**config.mk**
```make
export PLATFORM = sky130hd
export DESIGN_NAME = fb_write_ctrl
export DESIGN_NICKNAME = d
export VERILOG_FILES = /design/src/rtl/fb_pkg.sv /design/src/rtl/fb_addr_delay.sv /design/src/rtl/fb_write_ctrl.sv
export SDC_FILE = /design/constraint.sdc
export NUM_CORES = 1
export LEC_CHECK = 0
export BUFFER_PORTS_ARGS = -buffer_cell sky130_fd_sc_hd__buf_2
export CAP_MARGIN = 10
export CORE_MARGIN = 1
export CORE_UTILIZATION = 30
export CTS_CLUSTER_SIZE = 24
export DETAILED_ROUTE_END_ITERATION = 10
export PLACE_DENSITY = 0.55
export SLEW_MARGIN = 25
export SYNTH_ARGS = -nofsm -noshare
export SYNTH_HDL_FRONTEND = slang
export SYNTH_SLANG_ARGS = --single-unit
```
**constraint.sdc**
```tcl
create_clock -name clk_in -period 10.1 [get_ports clk_in]
set_clock_uncertainty 0.2 [all_clocks]
set_input_delay 3.03 -clock clk_in [delete_from_list [all_inputs] [get_ports clk_in]]
set_output_delay 3.03 -clock clk_in [all_outputs]
set_load 0.05 [all_outputs]
```
**src/rtl/fb_pkg.sv**
```systemverilog
// ---------------------------------------------------------------------------
// fb_pkg
// Shared constants and types for the frame-buffer write side.
//   H_PIXELS / V_PIXELS : frame geometry (pixels per line, lines per frame)
//   FB_DEPTH            : number of stored pixels (H_PIXELS * V_PIXELS)
//   ADDR_WIDTH          : BRAM address width, 2^ADDR_WIDTH >= FB_DEPTH
//   COLOR_DEPTH         : width of one stored pixel
//   WB_DELAY            : cycles from read-address update to the IIR result
//   fb_state_t          : write-controller FSM states
//   addr_t              : frame-buffer address
// ---------------------------------------------------------------------------
package fb_pkg;

  localparam int H_PIXELS    = 320;
  localparam int V_PIXELS    = 240;
  localparam int FB_DEPTH    = H_PIXELS * V_PIXELS;
  localparam int ADDR_WIDTH  = 17;
  localparam int COLOR_DEPTH = 12;
  localparam int WB_DELAY    = 3;

  typedef logic [ADDR_WIDTH-1:0] addr_t;

  // IDLE   : normal IIR write-back
  // ARMED  : clear requested, waiting for the next frame start
  // SWEEP  : writing zeros to every address, one per cycle
  typedef enum logic [1:0] {
    IDLE  = 2'd0,
    ARMED = 2'd1,
    SWEEP = 2'd2
  } fb_state_t;

endpackage

```
**src/rtl/fb_addr_delay.sv**
```systemverilog
// ---------------------------------------------------------------------------
// fb_addr_delay
// Fixed-depth shift register carrying {address, tag} pairs. It advances on
// every clock so the tail always holds the entry that entered DEPTH cycles
// earlier, independent of any valid qualifier.
// Ports:
//   clk_i   : clock
//   rst_i   : asynchronous active-high reset, clears every stage
//   addr_i  : address entering stage 0
//   tag_i   : tag travelling with addr_i
//   addr_o  : address leaving the last stage
//   tag_o   : tag leaving the last stage
// ---------------------------------------------------------------------------
module fb_addr_delay #(
  parameter int ADDR_WIDTH = 17,
  parameter int DEPTH      = 3
) (
  input  logic                  clk_i,
  input  logic                  rst_i,
  input  logic [ADDR_WIDTH-1:0] addr_i,
  input  logic                  tag_i,
  output logic [ADDR_WIDTH-1:0] addr_o,
  output logic                  tag_o
);

  logic [ADDR_WIDTH-1:0] addr_q [DEPTH];
  logic                  tag_q  [DEPTH];

  always_ff @(posedge clk_i or posedge rst_i) begin
    if (rst_i) begin
      for (int i = 0; i < DEPTH; i++) begin
        addr_q[i] <= '0;
        tag_q[i]  <= 1'b0;
      end
    end else begin
      addr_q[0] <= addr_i;
      tag_q[0]  <= tag_i;
      for (int i = 1; i < DEPTH; i++) begin
        addr_q[i] <= addr_q[i-1];
        tag_q[i]  <= tag_q[i-1];
      end
    end
  end

  assign addr_o = addr_q[DEPTH-1];
  assign tag_o  = tag_q[DEPTH-1];

endmodule

```
**src/rtl/fb_write_ctrl.sv**
```systemverilog
// ---------------------------------------------------------------------------
// fb_write_ctrl
// Write-side controller between the trail IIR stage and the two frame-buffer
// BRAMs (IIR history and display), all in the camera clock domain.
//   - Turns camera (hcount, vcount) into a linear history read address.
//   - Delays that address so it lines up with the IIR result and drives the
//     shared write port.
//   - On request, zeroes the whole buffer with a sweep that starts on the
//     next frame boundary.
// Ports:
//   clk_in         : camera clock
//   rst_in         : asynchronous active-high reset
//   valid_in       : camera coordinate valid
//   hcount_in      : camera column
//   vcount_in      : camera row
//   iir_valid_in   : IIR result valid
//   iir_data_in    : IIR updated pixel
//   clear_in       : single-cycle clear request
//   frame_start_in : single-cycle pulse on the first pixel of a frame
//   rd_addr_out    : history-port read address (1 cycle after valid_in)
//   wr_addr_out    : write address to both BRAMs
//   wr_data_out    : write data
//   wr_en_out      : write enable
//   busy_out       : clear armed or sweeping
//   oob_count_out  : saturating count of out-of-range coordinates
//
// Write port handshake: the write port has no back-pressure. A write happens
// in every cycle where wr_en_out=1, using wr_addr_out/wr_data_out of that
// same cycle; the BRAMs must accept it unconditionally.
// ---------------------------------------------------------------------------
module fb_write_ctrl
  import fb_pkg::*;
#(
  parameter int H_PIXELS    = fb_pkg::H_PIXELS,
  parameter int V_PIXELS    = fb_pkg::V_PIXELS,
  parameter int COLOR_DEPTH = fb_pkg::COLOR_DEPTH,
  parameter int ADDR_WIDTH  = fb_pkg::ADDR_WIDTH,
  parameter int WB_DELAY    = fb_pkg::WB_DELAY
) (
  input  logic                   clk_in,
  input  logic                   rst_in,
  input  logic                   valid_in,
  input  logic [10:0]            hcount_in,
  input  logic [9:0]             vcount_in,
  input  logic                   iir_valid_in,
  input  logic [COLOR_DEPTH-1:0] iir_data_in,
  input  logic                   clear_in,
  input  logic                   frame_start_in,
  output logic [ADDR_WIDTH-1:0]  rd_addr_out,
  output logic [ADDR_WIDTH-1:0]  wr_addr_out,
  output logic [COLOR_DEPTH-1:0] wr_data_out,
  output logic                   wr_en_out,
  output logic                   busy_out,
  output logic [7:0]             oob_count_out
);

  // One bit of headroom for the linear address sum before truncation.
  localparam int AW1 = ADDR_WIDTH + 1;
  localparam logic [ADDR_WIDTH-1:0] LAST_ADDR = ADDR_WIDTH'(H_PIXELS * V_PIXELS - 1);

  // -------------------------------------------------------------------------
  // Read address and out-of-range tracking
  // -------------------------------------------------------------------------
  logic [AW1-1:0]        lin_w;
  logic                  oob_w;

  logic [ADDR_WIDTH-1:0] rd_addr_q, rd_addr_d;
  logic                  rd_oob_q,  rd_oob_d;
  logic [7:0]            oob_cnt_q, oob_cnt_d;

  assign lin_w = AW1'(hcount_in) + AW1'(H_PIXELS) * AW1'(vcount_in);
  assign oob_w = (32'(hcount_in) >= H_PIXELS) || (32'(vcount_in) >= V_PIXELS);

  // Out-of-range coordinates still produce an address; the tag travels with
  // it so the matching IIR result is suppressed at the write port.
  always_comb begin
    rd_addr_d = rd_addr_q;
    rd_oob_d  = rd_oob_q;
    oob_cnt_d = oob_cnt_q;
    if (valid_in) begin
      rd_addr_d = lin_w[ADDR_WIDTH-1:0];
      rd_oob_d  = oob_w;
      if (oob_w && (oob_cnt_q != 8'hFF)) begin
        oob_cnt_d = oob_cnt_q + 8'd1;
      end
    end
  end

  always_ff @(posedge clk_in or posedge rst_in) begin
    if (rst_in) begin
      rd_addr_q <= '0;
      rd_oob_q  <= 1'b0;
      oob_cnt_q <= '0;
    end else begin
      rd_addr_q <= rd_addr_d;
      rd_oob_q  <= rd_oob_d;
      oob_cnt_q <= oob_cnt_d;
    end
  end

  // -------------------------------------------------------------------------
  // Delay line: the registered read address (and its tag) is shifted so that
  // its tail reaches the write mux in the same cycle as the IIR result.
  // -------------------------------------------------------------------------
  logic [ADDR_WIDTH-1:0] tail_addr;
  logic                  tail_oob;

  fb_addr_delay #(
    .ADDR_WIDTH (ADDR_WIDTH),
    .DEPTH      (WB_DELAY)
  ) u_addr_delay (
    .clk_i  (clk_in),
    .rst_i  (rst_in),
    .addr_i (rd_addr_q),
    .tag_i  (rd_oob_q),
    .addr_o (tail_addr),
    .tag_o  (tail_oob)
  );

  // -------------------------------------------------------------------------
  // Clear FSM and registered write mux
  // -------------------------------------------------------------------------
  fb_state_t             state_q,     state_d;
  logic [ADDR_WIDTH-1:0] sweep_cnt_q, sweep_cnt_d;
  logic                  wr_en_q,     wr_en_d;
  logic [ADDR_WIDTH-1:0] wr_addr_q,   wr_addr_d;
  logic [COLOR_DEPTH-1:0] wr_data_q,  wr_data_d;
  logic                  start_sweep;

  // A sweep begins on a frame start once a clear is pending; a clear arriving
  // together with the frame start skips ARMED entirely.
  assign start_sweep = frame_start_in &&
                       ((state_q == ARMED) || ((state_q == IDLE) && clear_in));

  always_comb begin
    state_d     = state_q;
    sweep_cnt_d = sweep_cnt_q;
    // Default: IIR write-back of the aligned tail address.
    wr_en_d     = iir_valid_in & ~tail_oob;
    wr_addr_d   = tail_addr;
    wr_data_d   = iir_data_in;

    unique case (state_q)
      IDLE: begin
        if (clear_in && !frame_start_in) begin
          state_d = ARMED;
        end
      end
      ARMED: begin
        // A repeated clear_in is irrelevant here: already armed.
      end
      SWEEP: begin
        // IIR results are dropped for the whole sweep; clear_in and
        // frame_start_in are ignored so a sweep is never restarted.
        wr_data_d = '0;
        if (sweep_cnt_q == LAST_ADDR) begin
          state_d     = IDLE;
          sweep_cnt_d = '0;
          wr_en_d     = 1'b0;
          wr_addr_d   = '0;
        end else begin
          sweep_cnt_d = sweep_cnt_q + 1'b1;
          wr_en_d     = 1'b1;
          wr_addr_d   = sweep_cnt_q + 1'b1;
        end
      end
      default: begin
        state_d = IDLE;
      end
    endcase

    // Address 0 goes out on the edge that enters SWEEP, so the first clear
    // write is visible in the first SWEEP cycle.
    if (start_sweep) begin
      state_d     = SWEEP;
      sweep_cnt_d = '0;
      wr_en_d     = 1'b1;
      wr_addr_d   = '0;
      wr_data_d   = '0;
    end
  end

  always_ff @(posedge clk_in or posedge rst_in) begin
    if (rst_in) begin
      state_q     <= IDLE;
      sweep_cnt_q <= '0;
      wr_en_q     <= 1'b0;
      wr_addr_q   <= '0;
      wr_data_q   <= '0;
    end else begin
      state_q     <= state_d;
      sweep_cnt_q <= sweep_cnt_d;
      wr_en_q     <= wr_en_d;
      wr_addr_q   <= wr_addr_d;
      wr_data_q   <= wr_data_d;
    end
  end

  // -------------------------------------------------------------------------
  // Outputs
  // -------------------------------------------------------------------------
  assign rd_addr_out   = rd_addr_q;
  assign wr_addr_out   = wr_addr_q;
  assign wr_data_out   = wr_data_q;
  assign wr_en_out     = wr_en_q;
  assign busy_out      = (state_q != IDLE);
  assign oob_count_out = oob_cnt_q;

endmodule

```
# Word-level counts from Yosys, hierarchy flattened

Cells that the tools add are included.

Muxes and demuxes: 14
Bitwise logic cells: 2
$mul: 1
Order comparisons: 2
$add $sub $neg: 3
Eq/ne operators: 7
Reduce and logical (&&, ||, !) cells: 12

Operator list:

| operator                                                                 | count |
|---|---|
| 17-bit 2-to-1 mux                                                        | 5 |
| 12-bit 2-to-1 mux                                                        | 2 |
| 11-bit by 17-bit adder with 17-bit output                                | 1 |
| 17-bit by 1-bit adder with 17-bit output (second input constant)         | 1 |
| 17-bit equality test (second input constant)                             | 1 |
| 11-bit by 9-bit >= comparator with 1-bit output (second input constant)  | 1 |
| 3-bit by 10-bit multiplier with 11-bit output (first input constant)     | 1 |
| 10-bit by 8-bit >= comparator with 1-bit output (second input constant)  | 1 |
| 8-bit by 1-bit adder with 8-bit output (second input constant)           | 1 |
| 8-bit inequality test (second input constant)                            | 1 |
| 2-bit 2-to-1 mux                                                         | 3 |
| 2-bit case mux with 3 select lines                                       | 1 |
| 1-bit logical AND                                                        | 4 |
| 2-bit nonzero test                                                       | 2 |
| 1-bit 2-to-1 mux                                                         | 3 |
| 3-bit by 2-bit inequality test with 1-bit output (second input constant) | 1 |
| 3-bit inequality test (second input constant)                            | 1 |
| 3-bit AND reduction                                                      | 1 |
| 2-bit by 1-bit equality test with 1-bit output (second input constant)   | 1 |
| 2-bit equality test (second input constant)                              | 1 |
| 2-bit logical NOT                                                        | 1 |
| 1-bit logical OR                                                         | 2 |
| 2-bit inequality test (second input constant)                            | 1 |
| 2-bit AND reduction                                                      | 1 |
| other kinds (3)                                                          | 3 |

Output and inout bits: 56
Flip-flop bits (word level): 129
Input bits: 39

# Depth between registers and ports, before layout

Gate-level depths: netlist of the first run.

Word-level depth: 6
Gate-level depth with buffers: 10

# By module

From an unflattened synthesis of the first run, not the netlist that was laid out.

Cell total of the unflattened synthesis: 448
Area total of the unflattened synthesis: 5424.0 µm²

By module, submodules not included:

| module        | cells each | area each (µm²) | sequential area each (µm²) | instances |
|---|---|---|---|---|
| fb_write_ctrl | 376        | 3941.3          | 1876.8                     | 1 |
| fb_addr_delay | 72         | 1482.7          | 1351.3                     | 1 |

# Least setup slack after synthesis of the first run

OpenSTA, ideal clock, no wires.

Path type: input to register
Start: input port vcount_in[1]
End: register rd_addr_q[16] (netlist: rd_addr_out[16])
Setup time: 0.139 ns
Slack: 4.494 ns
Data arrival time: 5.267 ns
Cell stages on the path: 10
Path buffers: 0
Required time: 9.761 ns
Path through: ha_1 > ha_1 > fa_1 > ha_1 > o21a_1 > o31a_1 > o2111ai_1 > and4bb_2 > mux2i_1 > o2111ai_1

Longest elaborated chain between the ends: 2

RTL lines:

| what                                          | RTL line            | source |
|---|---|---|
| from (decl)                                   | fb_write_ctrl.sv:44 | `input logic [9:0] vcount_in,` |
| 3-bit by 10-bit multiplier with 11-bit output | fb_write_ctrl.sv:71 | `assign lin_w = AW1'(hcount_in) + AW1'(H_PIXELS) * AW1'(vcount_in);` |
| 11-bit by 17-bit adder with 17-bit output     | fb_write_ctrl.sv:71 |  |
| to (signal assigned)                          | fb_write_ctrl.sv:95 | `rd_addr_q <= rd_addr_d;` |
| to (decl)                                     | fb_write_ctrl.sv:67 | `logic [ADDR_WIDTH-1:0] rd_addr_q, rd_addr_d;` |

No other way between the ends.
A chain may end at the register's enable or synchronous reset.

# Final worst setup path of the first run

Ends and elaborated chain as after synthesis.

==> impl_metrics.xml, run 1 <==
<?xml version="1.0" encoding="UTF-8"?>
<metrics>
  <group name="status">
    <metric name="run_status" unit="">complete, no violations</metric>
  </group>
  <group name="die">
    <metric name="fp-row-count" unit="">48</metric>
    <metric name="design.die.area" unit="sq um">18500</metric>
    <metric name="placeableCoreArea" unit="sq um">17400</metric>
    <metric name="ios" unit="">95</metric>
    <metric name="die_y" unit="um">136</metric>
    <metric name="die_width" unit="um">136</metric>
    <metric name="start_util" unit="%">31.0</metric>
  </group>
  <group name="synth">
    <metric name="synthArstFlopShare" unit="%">100</metric>
    <metric name="netlist_top_cells_area" unit="">sky130_fd_sc_hd__dfrtp_1 60%, sky130_fd_sc_hd__ha_1 5.1%, sky130_fd_sc_hd__nor2_1 3.0%</metric>
    <metric name="total_nets_after_synthesis" unit="">515</metric>
    <metric name="postSynth.topFlopCell" unit="">sky130_fd_sc_hd__dfrtp_1</metric>
    <metric name="syn_avg_cell_area" unit="sq um">11.9</metric>
    <metric name="synth.largest_area_cell" unit="">sky130_fd_sc_hd__dfrtp_1</metric>
    <metric name="synthDistinctLibCells" unit="">52</metric>
    <metric name="number_of_enable_type_register_cells_in_the_synthesized_netlist" unit="">0</metric>
    <metric name="postSynthCellCount" unit="">452</metric>
    <metric name="synth_largest_type_area_fraction" unit="%">59.8</metric>
    <metric name="synth_seq_area_share" unit="%">59.8</metric>
    <metric name="synth-seq-cells" unit="">129</metric>
    <metric name="post_synth_instance_area" unit="sq um">5400</metric>
    <metric name="yosys_warnings" unit="">0</metric>
  </group>
  <group name="global_routing">
    <metric name="number_of_global_route_vias_before_repair" unit="">3764</metric>
    <metric name="grt_start_max_net_pins" unit="">70</metric>
    <metric name="overflow" unit="">0</metric>
    <metric name="initial_antenna_violation_count" unit="">0</metric>
    <metric name="globalRouteTotalUtil" unit="%">13.0</metric>
    <metric name="first_pass_grt_wire_length" unit="mm">18.7</metric>
  </group>
  <group name="pwr">
    <metric name="power.ir.vdd_worst" unit="mV">0.168</metric>
    <metric name="power_density" unit="nW/um^2">294</metric>
    <metric name="power.leakage" unit="nW">3.11</metric>
    <metric name="finalPower" unit="W">0.00197</metric>
  </group>
  <group name="sta">
    <metric name="timing.final.crit_share" unit="%">54.9</metric>
    <metric name="maxSlewViolCount" unit="">0</metric>
    <metric name="total_negative_slack_for_setup_checks" unit="ns">0</metric>
    <metric name="final-hold-violation-count" unit="">0</metric>
    <metric name="fmax" unit="MHz">180</metric>
    <metric name="report.final.setup_viol" unit="">0</metric>
    <metric name="slew_headroom" unit="%">41.9</metric>
    <metric name="period_minus_slack" unit="ns">5.55</metric>
    <metric name="fin_worst_setup_slack" unit="ns">4.55</metric>
    <metric name="worst_pin_slew" unit="ns">0.868</metric>
    <metric name="unrepaired_setup_endpoints_after_global_routing" unit="">false</metric>
  </group>
  <group name="clocking">
    <metric name="cts_setup_buffers" unit="">0</metric>
    <metric name="clk_root_buffer_cell" unit="">sky130_fd_sc_hd__clkbuf_16</metric>
    <metric name="clock_tree.htree_level_count" unit="">4</metric>
    <metric name="numCtsBuffers" unit="">17</metric>
    <metric name="clk_pin_slew_worst_paths" unit="ns">0.06</metric>
    <metric name="cts_hold_buffers" unit="">0</metric>
    <metric name="tritoncts" unit="">done</metric>
    <metric name="ctsLongestPathBuffers" unit="">2</metric>
    <metric name="clock_latency" unit="ns">0.41</metric>
    <metric name="cts_resized" unit="">0</metric>
    <metric name="clkSinkCount" unit="">129</metric>
  </group>
  <group name="critical_path">
    <metric name="critPathKind" unit="">in -&gt; reg</metric>
    <metric name="critPathMostFrequentCell" unit="">sky130_fd_sc_hd__ha_1</metric>
    <metric name="timing.critical_path.cells" unit="">buf_2, ha_1, ha_1, fa_1, ha_1, o21a_1, o31a_1, o2111ai_1, and4bb_2, mux2i_1, o2111ai_1</metric>
    <metric name="cpPeakStageDelay" unit="ns">0.46</metric>
    <metric name="critPathArrivalTime" unit="ns">5.63</metric>
    <metric name="cp_endpoint_kind" unit="">flip-flop</metric>
    <metric name="setup.worst_path.start_class" unit="">input pin</metric>
    <metric name="setup.reg_to_reg.worst_slack" unit="ns">7.08</metric>
    <metric name="worst-path-max-fanout" unit="">4</metric>
    <metric name="critical-path-slowest-cell" unit="">sky130_fd_sc_hd__fa_1</metric>
    <metric name="critPathRequiredTime" unit="ns">10.18</metric>
  </group>
  <group name="detailed_routing">
    <metric name="avgViaCountPerCell" unit="">4.65</metric>
    <metric name="routedWlPerCell" unit="um">14.0</metric>
    <metric name="wirelength" unit="mm">11.1</metric>
    <metric name="drt-initial-drc-count" unit="">219</metric>
    <metric name="drt_drc_violations_left" unit="">0</metric>
    <metric name="dr_total_vias" unit="">3665</metric>
    <metric name="ant_nets" unit="">0</metric>
    <metric name="firstDrtPassIters" unit="">4</metric>
  </group>
  <group name="place">
    <metric name="port_buffers" unit="">94</metric>
    <metric name="place_congestion" unit="">0.816</metric>
    <metric name="post-place-cells" unit="">758</metric>
    <metric name="place_ws" unit="ns">4.15</metric>
    <metric name="hpwlAfterDp" unit="mm">7.73</metric>
  </group>
  <group name="final_layout">
    <metric name="layout.cells.non_filler" unit="">789</metric>
    <metric name="drive_gt1_share" unit="%">26.6</metric>
    <metric name="n_antenna_cell" unit="">0</metric>
    <metric name="areaGrowthSynthToFinish" unit="%">23.8</metric>
    <metric name="finish.net_count" unit="">615</metric>
  </group>
  <group name="worst_hold_path">
    <metric name="timing.hold.worst.class" unit="">reg -&gt; reg</metric>
  </group>
  <group name="run">
    <metric name="max_cap_violations" unit="">0</metric>
  </group>
</metrics>
-- where the power goes --
part / leakage [nW] / switching (W) / internal (W) / total, W
combinational: 1.28 / 0.000485 / 0.000167 / 0.000652
sequential: 1.56 / 0.0000663 / 0.000651 / 0.000717
clock: 0.275 / 0.000220 / 0.000376 / 0.000596
total: 3.11 / 0.000771 / 0.00119 / 0.00197
-- layout make-up --
cell class	instances	area [sq um]
clock buffer	20	457
multi-input combinational	299	2060
sequential	129	3230
clock inverter	11	130
tap	225	282
timing repair buffer	97	493
fill	1718	10700
inverter	8	35.0
-- cells in the mapped netlist (2+ instances only) --
library cell / count
sky130_fd_sc_hd__nand4_1: 5
sky130_fd_sc_hd__inv_1: 8
sky130_fd_sc_hd__buf_1: 2
sky130_fd_sc_hd__xor2_1: 17
sky130_fd_sc_hd__clkbuf_1: 10
sky130_fd_sc_hd__o211ai_1: 3
sky130_fd_sc_hd__xnor2_1: 17
sky130_fd_sc_hd__a22oi_1: 6
sky130_fd_sc_hd__o2111ai_1: 3
sky130_fd_sc_hd__o21ai_0: 15
sky130_fd_sc_hd__nand3_1: 8
sky130_fd_sc_hd__o21a_1: 3
sky130_fd_sc_hd__ha_1: 22
sky130_fd_sc_hd__nor2b_1: 3
sky130_fd_sc_hd__a211o_1: 2
sky130_fd_sc_hd__a21o_1: 4
sky130_fd_sc_hd__buf_6: 3
sky130_fd_sc_hd__and3_1: 18
sky130_fd_sc_hd__and2_1: 3
sky130_fd_sc_hd__nand2_1: 30
sky130_fd_sc_hd__or3_1: 6
sky130_fd_sc_hd__mux2_2: 11
sky130_fd_sc_hd__a21oi_1: 27
sky130_fd_sc_hd__nor3_1: 9
sky130_fd_sc_hd__dfrtp_1: 129
sky130_fd_sc_hd__nor2_1: 43
sky130_fd_sc_hd__mux2i_1: 2
sky130_fd_sc_hd__a211oi_1: 8
sky130_fd_sc_hd__fa_1: 2
sky130_fd_sc_hd__nand3b_1: 7
sky130_fd_sc_hd__nand2b_1: 2
sky130_fd_sc_hd__or2_2: 2
sky130_fd_sc_hd__and2b_1: 2
sky130_fd_sc_hd__o21ai_1: 2
-- stage by stage --
step	utilization (%)	area [sq um]	hold WS, ns
finish	38.4	6680	0.144
global route	38.4	6680	0.149
CTS	38.4	6680	0.147
detailed placement	35.0	6090	0.135
global placement	35.0	6090	0.133
floorplan	-	5400	0.131
-- layout by cell type, fill, tap and decap left out, types with 9 or more instances in the layout --
master | synthesis | layout
sky130_fd_sc_hd__a21oi_1 | 27 | 27
sky130_fd_sc_hd__and3_1 | 18 | 18
sky130_fd_sc_hd__buf_2 | 1 | 94
sky130_fd_sc_hd__clkbuf_16 | 0 | 17
sky130_fd_sc_hd__dfrtp_1 | 129 | 129
sky130_fd_sc_hd__ha_1 | 22 | 22
sky130_fd_sc_hd__mux2_2 | 11 | 11
sky130_fd_sc_hd__nand2_1 | 30 | 30
sky130_fd_sc_hd__nor2_1 | 43 | 43
sky130_fd_sc_hd__nor3_1 | 9 | 9
sky130_fd_sc_hd__o21ai_0 | 15 | 15
sky130_fd_sc_hd__xnor2_1 | 17 | 17
sky130_fd_sc_hd__xor2_1 | 17 | 17
-- worst paths after layout --
kind	start	endpoint	depth (start not counted)
min reg2reg	u_addr_delay.addr_q[21]	u_addr_delay.addr_o[4]	0
max	vcount_in[1]	rd_addr_out[16]	11
max in group asynchronous	rst_in	u_addr_delay.addr_q[19]	3
min	u_addr_delay.addr_q[21]	u_addr_delay.addr_o[4]	0
min in group asynchronous	rst_in	rd_addr_out[0]	2
max reg2reg	sweep_cnt_q[0]	wr_addr_out[15]	7
-- layer usage --
metal / GRT usage (%) / wire length, um / vias to the layer above
met5: 0 / 0 / -
met4: 4.94 / 158 / 0
met3: 3.47 / 575 / 18
met2: 21.0 / 5350 / 89
met1: 16.5 / 4970 / 1769
li1: - / - / 1789
-- worst max-delay path: cells and delay by family --
family	cells	cell delay, ns
compound gates	4	0.57
fa+ha+maj	4	1.34
buf+inv	1	0.11
mux	1	0.20
simple gates	1	0.38
-- state kept, by name, indices dropped and copies added, names as in the netlist --
name                 flops
oob_count_out            8
rd_addr_out             17
rd_oob_q                 1
state_q                  2
sweep_cnt_q             17
u_addr_delay.addr_o     17
u_addr_delay.addr_q     34
u_addr_delay.tag_o       1
u_addr_delay.tag_q       2
wr_addr_out             17
wr_data_out             12
wr_en_out                1
-- kinds of logic (layout without fill, tap and decap cells) --
family	after synthesis	count (layout)	synth area share, %
xor+xnor	34	34	5.52
compound gates	79	79	9.34
buf+inv	24	136	2.11
flops	129	129	59.8
simple gates	149	149	14.7
fa+ha+maj	24	24	5.84
mux	13	13	2.67
No activity file was read; power rests on OpenSTA's default activity.
==> run 2: changes to the inputs <==
==> constraint.sdc (replaced) <==
create_clock -name clk_in -period 5.6 [get_ports clk_in]
set_clock_uncertainty 0.2 [all_clocks]
set_input_delay 1.68 -clock clk_in [delete_from_list [all_inputs] [get_ports clk_in]]
set_output_delay 1.68 -clock clk_in [all_outputs]
set_load 0.05 [all_outputs]
==> run 2 against run 1 <==
Effect of this change:
- routed wire length grew 0.52%
- sequential share of layout area grew 0.15 points
- sequential power grew 81%
- combinational power grew 81%
- global-route usage grew 0.094 points
- final area shrank 0.30%
- highest routed layer unchanged
==> impl_metrics.xml, run 2 (synthesis gave the netlist of run 1 again) <==
<?xml version="1.0" encoding="UTF-8"?>
<metrics>
  <group name="status">
    <metric name="run_status" unit="">complete, no violations</metric>
  </group>
  <group name="worst_hold_path">
    <metric name="timing.hold.worst.class" unit="">reg -&gt; reg</metric>
    <metric name="min_delay_src" unit="">u_addr_delay.addr_q[46]</metric>
  </group>
  <group name="final_layout">
    <metric name="mostFrequentLayoutCells" unit="">129 x sky130_fd_sc_hd__dfrtp_1, 94 x sky130_fd_sc_hd__buf_2, 43 x sky130_fd_sc_hd__nor2_1, 30 x sky130_fd_sc_hd__nand2_1, 27 x sky130_fd_sc_hd__a21oi_1</metric>
    <metric name="areaGrowthSynthToFinish" unit="%">23.4</metric>
    <metric name="finalInstanceArea" unit="sq um">6660</metric>
    <metric name="drive_gt1_share" unit="%">26.2</metric>
    <metric name="n_antenna_cell" unit="">0</metric>
    <metric name="finish.net_count" unit="">615</metric>
    <metric name="largest-register" unit="">u_addr_delay.addr_q</metric>
    <metric name="final_common_cell" unit="">sky130_fd_sc_hd__dfrtp_1</metric>
    <metric name="fillers" unit="">1743</metric>
    <metric name="largest_reg_flops" unit="">34</metric>
  </group>
  <group name="detailed_routing">
    <metric name="avgViaCountPerCell" unit="">4.67</metric>
    <metric name="routedWlPerCell" unit="um">14.1</metric>
    <metric name="drt-initial-drc-count" unit="">220</metric>
    <metric name="wirelength" unit="mm">11.1</metric>
    <metric name="ant_nets" unit="">0</metric>
    <metric name="firstDrtPassIters" unit="">4</metric>
    <metric name="dr_total_vias" unit="">3670</metric>
    <metric name="drt_drc_violations_left" unit="">0</metric>
  </group>
  <group name="place">
    <metric name="detailed_place.area" unit="sq um">6090</metric>
    <metric name="hpwlAfterDp" unit="mm">7.73</metric>
    <metric name="place_congestion" unit="">0.810</metric>
    <metric name="place_ws" unit="ns">1.04</metric>
    <metric name="port_buffers" unit="">94</metric>
  </group>
  <group name="critical_path">
    <metric name="cp_endpoint_kind" unit="">flip-flop</metric>
    <metric name="timing.critical_path.cells" unit="">buf_2, ha_1, ha_1, fa_1, ha_1, o21a_1, o31a_1, o2111ai_1, and4bb_2, mux2i_1, o2111ai_1</metric>
    <metric name="worst-path-max-fanout" unit="">4</metric>
    <metric name="setup.worst_path.start_class" unit="">input pin</metric>
    <metric name="critPathMostFrequentCell" unit="">sky130_fd_sc_hd__ha_1</metric>
    <metric name="critPathArrivalTime" unit="ns">4.26</metric>
    <metric name="origin_of_the_worst_setup_path" unit="">vcount_in[1]</metric>
    <metric name="critPathKind" unit="">in -&gt; reg</metric>
    <metric name="cpPeakStageDelay" unit="ns">0.43</metric>
    <metric name="critPathRequiredTime" unit="ns">5.67</metric>
    <metric name="setup.reg_to_reg.worst_slack" unit="ns">2.55</metric>
    <metric name="critical-path-slowest-cell" unit="">sky130_fd_sc_hd__fa_1</metric>
    <metric name="r2r-start" unit="">sweep_cnt_q[0]</metric>
  </group>
  <group name="die">
    <metric name="placeableCoreArea" unit="sq um">17400</metric>
    <metric name="design.die.area" unit="sq um">18500</metric>
    <metric name="die_width" unit="um">136</metric>
    <metric name="die_y" unit="um">136</metric>
    <metric name="start_util" unit="%">31.0</metric>
    <metric name="fp-row-count" unit="">48</metric>
    <metric name="ios" unit="">95</metric>
  </group>
  <group name="sta">
    <metric name="total_negative_slack_for_setup_checks" unit="ns">0</metric>
    <metric name="fin_worst_setup_slack" unit="ns">1.41</metric>
    <metric name="fmax" unit="MHz">239</metric>
    <metric name="unrepaired_setup_endpoints_after_global_routing" unit="">false</metric>
    <metric name="report.final.setup_viol" unit="">0</metric>
    <metric name="slew_headroom" unit="%">41.7</metric>
    <metric name="timing.final.crit_share" unit="%">74.8</metric>
    <metric name="maxSlewViolCount" unit="">0</metric>
    <metric name="worst_pin_slew" unit="ns">0.871</metric>
    <metric name="final-hold-violation-count" unit="">0</metric>
    <metric name="period_minus_slack" unit="ns">4.19</metric>
  </group>
  <group name="global_routing">
    <metric name="overflow" unit="">0</metric>
    <metric name="grt_start_max_net_pins" unit="">102</metric>
    <metric name="number_of_global_route_vias_before_repair" unit="">3835</metric>
    <metric name="first_pass_grt_wire_length" unit="mm">18.9</metric>
    <metric name="initial_antenna_violation_count" unit="">0</metric>
    <metric name="globalRouteTotalUtil" unit="%">13.1</metric>
  </group>
  <group name="clocking">
    <metric name="cts_resized" unit="">0</metric>
    <metric name="clock_latency" unit="ns">0.40</metric>
    <metric name="numCtsBuffers" unit="">17</metric>
    <metric name="clk_pin_slew_worst_paths" unit="ns">0.05</metric>
    <metric name="tritoncts" unit="">done</metric>
    <metric name="clock_tree.htree_level_count" unit="">4</metric>
    <metric name="cts_hold_buffers" unit="">0</metric>
    <metric name="ctsLongestPathBuffers" unit="">2</metric>
    <metric name="cts_setup_buffers" unit="">0</metric>
    <metric name="clk_root_buffer_cell" unit="">sky130_fd_sc_hd__clkbuf_16</metric>
    <metric name="clkSinkCount" unit="">129</metric>
  </group>
  <group name="pwr">
    <metric name="power.leakage" unit="nW">3.12</metric>
    <metric name="power_density" unit="nW/um^2">529</metric>
    <metric name="power.ir.vdd_worst" unit="mV">0.339</metric>
  </group>
  <group name="run">
    <metric name="max_cap_violations" unit="">0</metric>
  </group>
</metrics>
-- run 2: cell type report --
| type | instances | area, sq um | share of cell area (%) |
|---|---|---|---|
| multi-input cells | 299 | 2060 | 30.9 |
| inverters | 8 | 35.0 | 0.526 |
| flip-flops and latches | 129 | 3230 | 48.5 |
| repair buffers | 97 | 493 | 7.40 |
| well taps | 225 | 282 | 4.23 |
| clock buffers | 22 | 484 | 7.27 |
| clock inverters | 6 | 82.6 | 1.24 |
-- run 2: worst paths after layout --
kind                            cells past startpoint                       to
worst max-delay path                               11          rd_addr_out[16]
worst min-delay path                                0  u_addr_delay.addr_q[29]
worst max register to register                      7          wr_addr_out[13]
worst min register to register                      0  u_addr_delay.addr_q[29]
max in group asynchronous                           3           wr_addr_out[8]
min in group asynchronous                           2  u_addr_delay.addr_q[34]
-- run 2: per-layer routing --
layer  share of wire [%]  track usage (%)  wire [um]
met5                   0                0          0
met4                0.82             4.51         91
met3                 5.3             3.62        592
met2                  48             20.8       5350
met1                  46             17.0       5080
-- run 2: critical path: cells and delay by family --
kind                     cells  cell delay (ns)
adder cells (fa/ha/maj)      4             1.31
buffers and inverters        1             0.12
AND/OR/NAND/NOR              1             0.38
multiplexers                 1             0.19
AO/OA/AOI/OAI                4             0.56
-- run 2: report_power, final --
part	internal [W]	switching (W)	leakage (nW)	total, W
sequential	0.00117	0.000123	1.56	0.00130
clock	0.000689	0.000361	0.280	0.00105
combinational	0.000301	0.000877	1.28	0.00118
total	0.00216	0.00136	3.12	0.00353
-- run 2: stage by stage --
| step | hold slack, ns | instances | power [W] | utilization [%] |
|---|---|---|---|---|
| 2_1_floorplan | 0.131 | 452 | 0.00220 | - |
| 3_3_place_gp | 0.132 | 758 | 0.00248 | 35.0 |
| 3_5_place_dp | 0.135 | 758 | 0.00250 | 35.0 |
| 4_1_cts | 0.144 | 786 | 0.00357 | 38.2 |
| 5_1_grt | 0.150 | 786 | 0.00373 | 38.2 |
| 6_report | 0.144 | 786 | 0.00353 | 38.2 |
